File: src/rtl/product_display.sv
// rtl/product_display.sv - captures the multiplier product, converts it to BCD by double-dabble and scans a 4-digit 7-segment display.
module product_display #(
  parameter int W        = 7,
  parameter int DIGITS   = 4,
  parameter int SCAN_DIV = 50000,
  parameter int LZB      = 1
) (
  input  logic           clk,
  input  logic           rst,
  input  logic           done_in,
  input  logic [W-1:0]   product_in,
  output logic           busy,
  output logic [15:0]    bcd_out,
  output logic           bcd_valid,
  output logic [3:0]     an,
  output logic [6:0]     seg,
  output logic           dp
);

  localparam int SW = 16 + W;
  localparam int CW = (SCAN_DIV > 1) ? $clog2(SCAN_DIV) : 1;
  localparam logic [CW-1:0] SCAN_LAST  = CW'(SCAN_DIV - 1);
  localparam logic [1:0]    DIGIT_LAST = 2'(DIGITS - 1);
  localparam logic [3:0]    SHIFT_LAST = 4'(W - 1);

  localparam logic [1:0] S_IDLE  = 2'd0;
  localparam logic [1:0] S_SHIFT = 2'd1;
  localparam logic [1:0] S_LOAD  = 2'd2;

  logic [1:0]    state;
  logic [SW-1:0] sreg;
  logic [SW-1:0] sreg_next;
  logic [15:0]   adj;
  logic [3:0]    cnt;
  logic          done_d;
  logic          done_rise;
  logic          pending;
  logic [W-1:0]  pend_val;

  assign done_rise = done_in & ~done_d;

  // Double-dabble step: correct every nibble >= 5, then shift {bcd,bin} left.
  always_comb begin
    adj = sreg[SW-1:W];
    for (int i = 0; i < 4; i++) begin
      if (sreg[W+4*i +: 4] >= 4'd5)
        adj[4*i +: 4] = sreg[W+4*i +: 4] + 4'd3;
    end
    sreg_next = {adj[14:0], sreg[W-1:0], 1'b0};
  end

  always_ff @(posedge clk) begin
    if (rst) begin
      state     <= S_IDLE;
      busy      <= 1'b0;
      bcd_out   <= 16'd0;
      bcd_valid <= 1'b0;
      pending   <= 1'b0;
      pend_val  <= '0;
      sreg      <= '0;
      cnt       <= 4'd0;
      done_d    <= 1'b0;
    end else begin
      done_d    <= done_in;
      bcd_valid <= 1'b0;
      case (state)
        S_IDLE: begin
          if (done_rise) begin
            sreg  <= {16'd0, product_in};
            cnt   <= 4'd0;
            busy  <= 1'b1;
            state <= S_SHIFT;
          end
        end
        S_SHIFT: begin
          sreg <= sreg_next;
          cnt  <= cnt + 4'd1;
          if (cnt == SHIFT_LAST)
            state <= S_LOAD;
          if (done_rise) begin
            pending  <= 1'b1;
            pend_val <= product_in;
          end
        end
        S_LOAD: begin
          bcd_out   <= sreg[SW-1:W];
          bcd_valid <= 1'b1;
          cnt       <= 4'd0;
          if (pending) begin
            // Oldest capture first; a rise in this same cycle becomes the new pending value.
            sreg    <= {16'd0, pend_val};
            state   <= S_SHIFT;
            pending <= done_rise;
            if (done_rise)
              pend_val <= product_in;
          end else if (done_rise) begin
            sreg  <= {16'd0, product_in};
            state <= S_SHIFT;
          end else begin
            busy  <= 1'b0;
            state <= S_IDLE;
          end
        end
        default: state <= S_IDLE;
      endcase
    end
  end

  logic [CW-1:0] scan_cnt;
  logic [1:0]    digit_idx;
  logic [1:0]    cur_digit;
  logic          scan_tick;
  logic [3:0]    nib;
  logic          blank;
  logic [6:0]    seg_sel;

  always_comb begin
    nib = bcd_out[4*cur_digit +: 4];
    blank = 1'b0;
    if (LZB != 0) begin
      case (cur_digit)
        2'd1:    blank = (bcd_out[15:4] == 12'd0);
        2'd2:    blank = (bcd_out[15:8] == 8'd0);
        2'd3:    blank = (bcd_out[15:12] == 4'd0);
        default: blank = 1'b0;
      endcase
    end
    case (nib)
      4'd0:    seg_sel = 7'b1000000;
      4'd1:    seg_sel = 7'b1111001;
      4'd2:    seg_sel = 7'b0100100;
      4'd3:    seg_sel = 7'b0110000;
      4'd4:    seg_sel = 7'b0011001;
      4'd5:    seg_sel = 7'b0010010;
      4'd6:    seg_sel = 7'b0000010;
      4'd7:    seg_sel = 7'b1111000;
      4'd8:    seg_sel = 7'b0000000;
      4'd9:    seg_sel = 7'b0010000;
      default: seg_sel = 7'b1111111;
    endcase
    if (blank)
      seg_sel = 7'b1111111;
  end

  // cur_digit is latched at the wrap so the slot just opened shows digit 0 first.
  always_ff @(posedge clk) begin
    if (rst) begin
      scan_cnt  <= '0;
      digit_idx <= 2'd0;
      cur_digit <= 2'd0;
      scan_tick <= 1'b0;
      an        <= 4'b1111;
      seg       <= 7'b1111111;
      dp        <= 1'b1;
    end else begin
      dp        <= 1'b1;
      scan_tick <= 1'b0;
      if (scan_cnt == SCAN_LAST) begin
        scan_cnt  <= '0;
        scan_tick <= 1'b1;
        cur_digit <= digit_idx;
        digit_idx <= (digit_idx == DIGIT_LAST) ? 2'd0 : digit_idx + 2'd1;
      end else begin
        scan_cnt <= scan_cnt + 1'b1;
      end
      if (scan_tick) begin
        an  <= ~(4'b0001 << cur_digit);
        seg <= seg_sel;
      end
    end
  end

endmodule

File: config.mk
export PLATFORM = sky130hd
export DESIGN_NAME = product_display
export DESIGN_NICKNAME = d
export VERILOG_FILES = /design/src/rtl/product_display.sv
export SDC_FILE = /design/constraint.sdc
export NUM_CORES = 1
export LEC_CHECK = 0
export ABC_AREA = 0
export ABC_CLOCK_PERIOD_IN_PS = 5250
export CORE_ASPECT_RATIO = 1.2
export CORE_MARGIN = 2
export CORE_UTILIZATION = 25
export DETAILED_ROUTE_END_ITERATION = 16
export GPL_TIMING_DRIVEN = 0
export HOLD_SLACK_MARGIN = 0.08
export PLACE_DENSITY = 0.49
export SLEW_MARGIN = 10
export SYNTH_ARGS = -nofsm -noshare
export SYNTH_HDL_FRONTEND = slang
export SYNTH_SLANG_ARGS = --single-unit
File: constraint.sdc
create_clock -name clk -period 5.25 [get_ports clk]
set_input_delay 0.7875 -clock clk [delete_from_list [all_inputs] [get_ports clk]]
set_output_delay 0.7875 -clock clk [all_outputs]
set_load 0.005 [all_outputs]
==> results.json <==
{
  "hold_path_startpoint": "scan_cnt[0]$_SDFF_PP0_",
  "syn2layout_area_growth_pct": 22.6,
  "syn_inst": 476,
  "synth-seq-cells": 88,
  "r2r_end": "sreg[18]$_SDFFE_PP0P_",
  "cts_inserted_buffers": 9,
  "slowest_stage": "clkdlybuf4s50_1",
  "mostFrequentLayoutCell": "dfxtp_1",
  "io_buffer_count": 38,
  "outcome": "finished clean",
  "hp-class": "reg -> reg",
  "worst-endpoint-required_ns": 5.46,
  "grt_max_degree": 17,
  "syn_nets": 507,
  "synth.yosys.seq_area_share_pct": 41.7,
  "endpoint": "sreg[8]$_SDFFE_PP0P_",
  "rsz0062_at_grt": "false",
  "initial_core_util_pct": 25.3,
  "post_cts_buffers": 0,
  "max_freq_mhz": 439,
  "max_cap_violations": 0,
  "path_class": "in -> reg",
  "avgRoutedWirePerCell_um": 13.6,
  "vias_per_cell": 4.65,
  "clock_sinks": 88,
  "post-route-period-util_pct": 43.4,
  "slew_headroom_pct": 58.4,
  "layout_min_cycle_time_ns": 2.28,
  "drt-total-wl_mm": 10.1,
  "p_per_area_nw_per_um2": 296,
  "clk_latency_ns": 0.34,
  "final_util_pct": 31.0,
  "reg2reg_slack_ns": 3.10,
  "holdWs_ns": 0.441,
  "rows": 52,
  "die_h_um": 146,
  "totalPowerFinal_w": 0.00153,
  "tns_ns": 0,
  "core_area_um2": 16700,
  "cp-end-kind": "flip-flop",
  "dp_hpwl_mm": 7.51,
  "final_cell_mix": "88 x dfxtp_1, 73 x nor2_1, 38 x clkdlybuf4s50_1, 32 x mux2i_1, 30 x nand2_1",
  "die-width_um": 123,
  "crit_start": "done_in",
  "vias": 3471,
  "r2r_cells": 7,
  "setup_viol": 0,
  "first_pass_iters": 4,
  "hold_viol": 0,
  "boundaryPins": 40,
  "drt_iter0_drc": 177,
  "post_dp_cell_area_um2": 4880,
  "grt_pass1_vias": 3439,
  "antenna_cells": 0,
  "netlist_area_um2": 4230,
  "cts.clk_slew.worst_paths_ns": 0.07,
  "synth_edf_count": 0,
  "cts_hold_buffers": 0,
  "syn_avg_cell_area_um2": 8.88,
  "fin_nets": 556,
  "cts_resized": 0,
  "rr_startpoint": "state[0]$_SDFFE_PP0P_",
  "drive_above_1_share_pct": 7.74,
  "cts_tree": "built",
  "async_flop_share_pct": 0,
  "cp_max_fo": 10,
  "ys_types": 54,
  "gp_congestion": 0.809,
  "crit_path_max_incr_delay_ns": 0.49,
  "antenna_found_initial": 0,
  "route.detailed.drc": 0,
  "clk_path_buf_depth": 2,
  "total_leakage_power_nw": 1.91,
  "crit_chain": "clkdlybuf4s50_1 > and2b_1 > a21oi_1 > or2_2 > clkbuf_1 > buf_2 > a22oi_1 > nor2_1",
  "post-route-cell-area_um2": 5180,
  "postRouteAntennaNets": 0,
  "grt_pass1_wl_mm": 17.4,
  "ys_warn_count": 0,
  "max-vdd-ir-drop_uv": 117,
  "dieArea_um2": 18000,
  "cts-root-buf": "clkbuf_16",
  "tightest_slew_ns": 0.624,
  "track_usage_pct": 12.2,
  "finalMaxSlewViolations": 0,
  "cp-start-kind": "input port",
  "synth_ff_type": "dfxtp_1",
  "overflow": 0,
  "cp.arrival_ns": 2.49,
  "fin_skew_ns": 0.00833,
  "htreeDepth": 3
}
[kinds of logic (layout without fill, tap and decap cells)]
logic type | Yosys count | count (layout) | share of synthesized area [%]
fa+ha+maj | 21 | 21 | 6.21
mux | 36 | 36 | 9.44
buf+inv | 45 | 99 | 4.71
compound gates | 90 | 90 | 13.9
xor+xnor | 18 | 18 | 3.73
other cells | 1 | 1 | 0.0887
simple gates | 177 | 177 | 20.3
flops | 88 | 88 | 41.7
[stage by stage]
step	setup slack (ns)	instances
after floorplan	3.37	476
after global placement	2.61	730
after detailed placement	2.59	730
after CTS	2.96	746
after global routing	2.87	746
final	2.97	746
[how the worst min path moves through the flow]
| stage | end | slack, ns | depth (start not counted) |
|---|---|---|---|
| global placement | scan_cnt[0]$_SDFF_PP0_ | 0.43 | 1 |
| global route | scan_cnt[0]$_SDFF_PP0_ | 0.48 | 1 |
| finish | scan_cnt[0]$_SDFF_PP0_ | 0.44 | 1 |
| detailed placement | scan_cnt[0]$_SDFF_PP0_ | 0.44 | 1 |
| CTS | scan_cnt[0]$_SDFF_PP0_ | 0.45 | 1 |
| floorplan | scan_cnt[0]$_SDFF_PP0_ | 0.41 | 1 |
[power by group]
group / internal, W / switching, W
sequential: 0.000685 / 0.0000125
combinational: 0.0000694 / 0.000113
clock: 0.000374 / 0.000279
total: 0.00113 / 0.000404
[cells in the mapped netlist (all sizes together) (13+ instances only)]
master,n,area [um2]
o21ai,21,105
ha,21,263
inv,16,60.1
a21oi,22,114
clkbuf,17,65.1
dfxtp,88,1760
nand2b,13,81.3
nor2,74,280
nand2,30,113
nor3,14,70.1
mux2i,32,320
[critical path: cells and delay by family]
family          cells  cell delay, ns
simple gates        3            0.55
compound gates      2            0.28
buf+inv             3            0.86
[registers in the layout (all words and copies together) (netlist names), 4 cells and up]
| register | flops |
|---|---|
| sreg | 23 |
| bcd_out | 16 |
| scan_cnt | 16 |
| pend_val | 7 |
| seg | 7 |
| an | 4 |
| cnt | 4 |
[layer usage]
layer | up-vias | part of all wire [%] | GRT usage (%)
met4 | 0 | 1.4 | 4.66
met1 | 1647 | 45 | 15.4
met5 | - | 0 | 0
met2 | 53 | 51 | 20.4
met3 | 11 | 3.0 | 2.15
li1 | 1760 | - | -
[layout make-up]
class                           instances  area, um2
Buffer                                 29        139
Clock buffer                            9        225
Clock inverter                          7       78.8
Fill cell                            1771      11500
Inverter                               16       60.1
Multi-Input combinational cell        343       2270
Sequential cell                        88       1760
Tap cell                              216        270
Timing Repair Buffer                   38        380
Note: power is estimated with default switching activity, not from simulation.
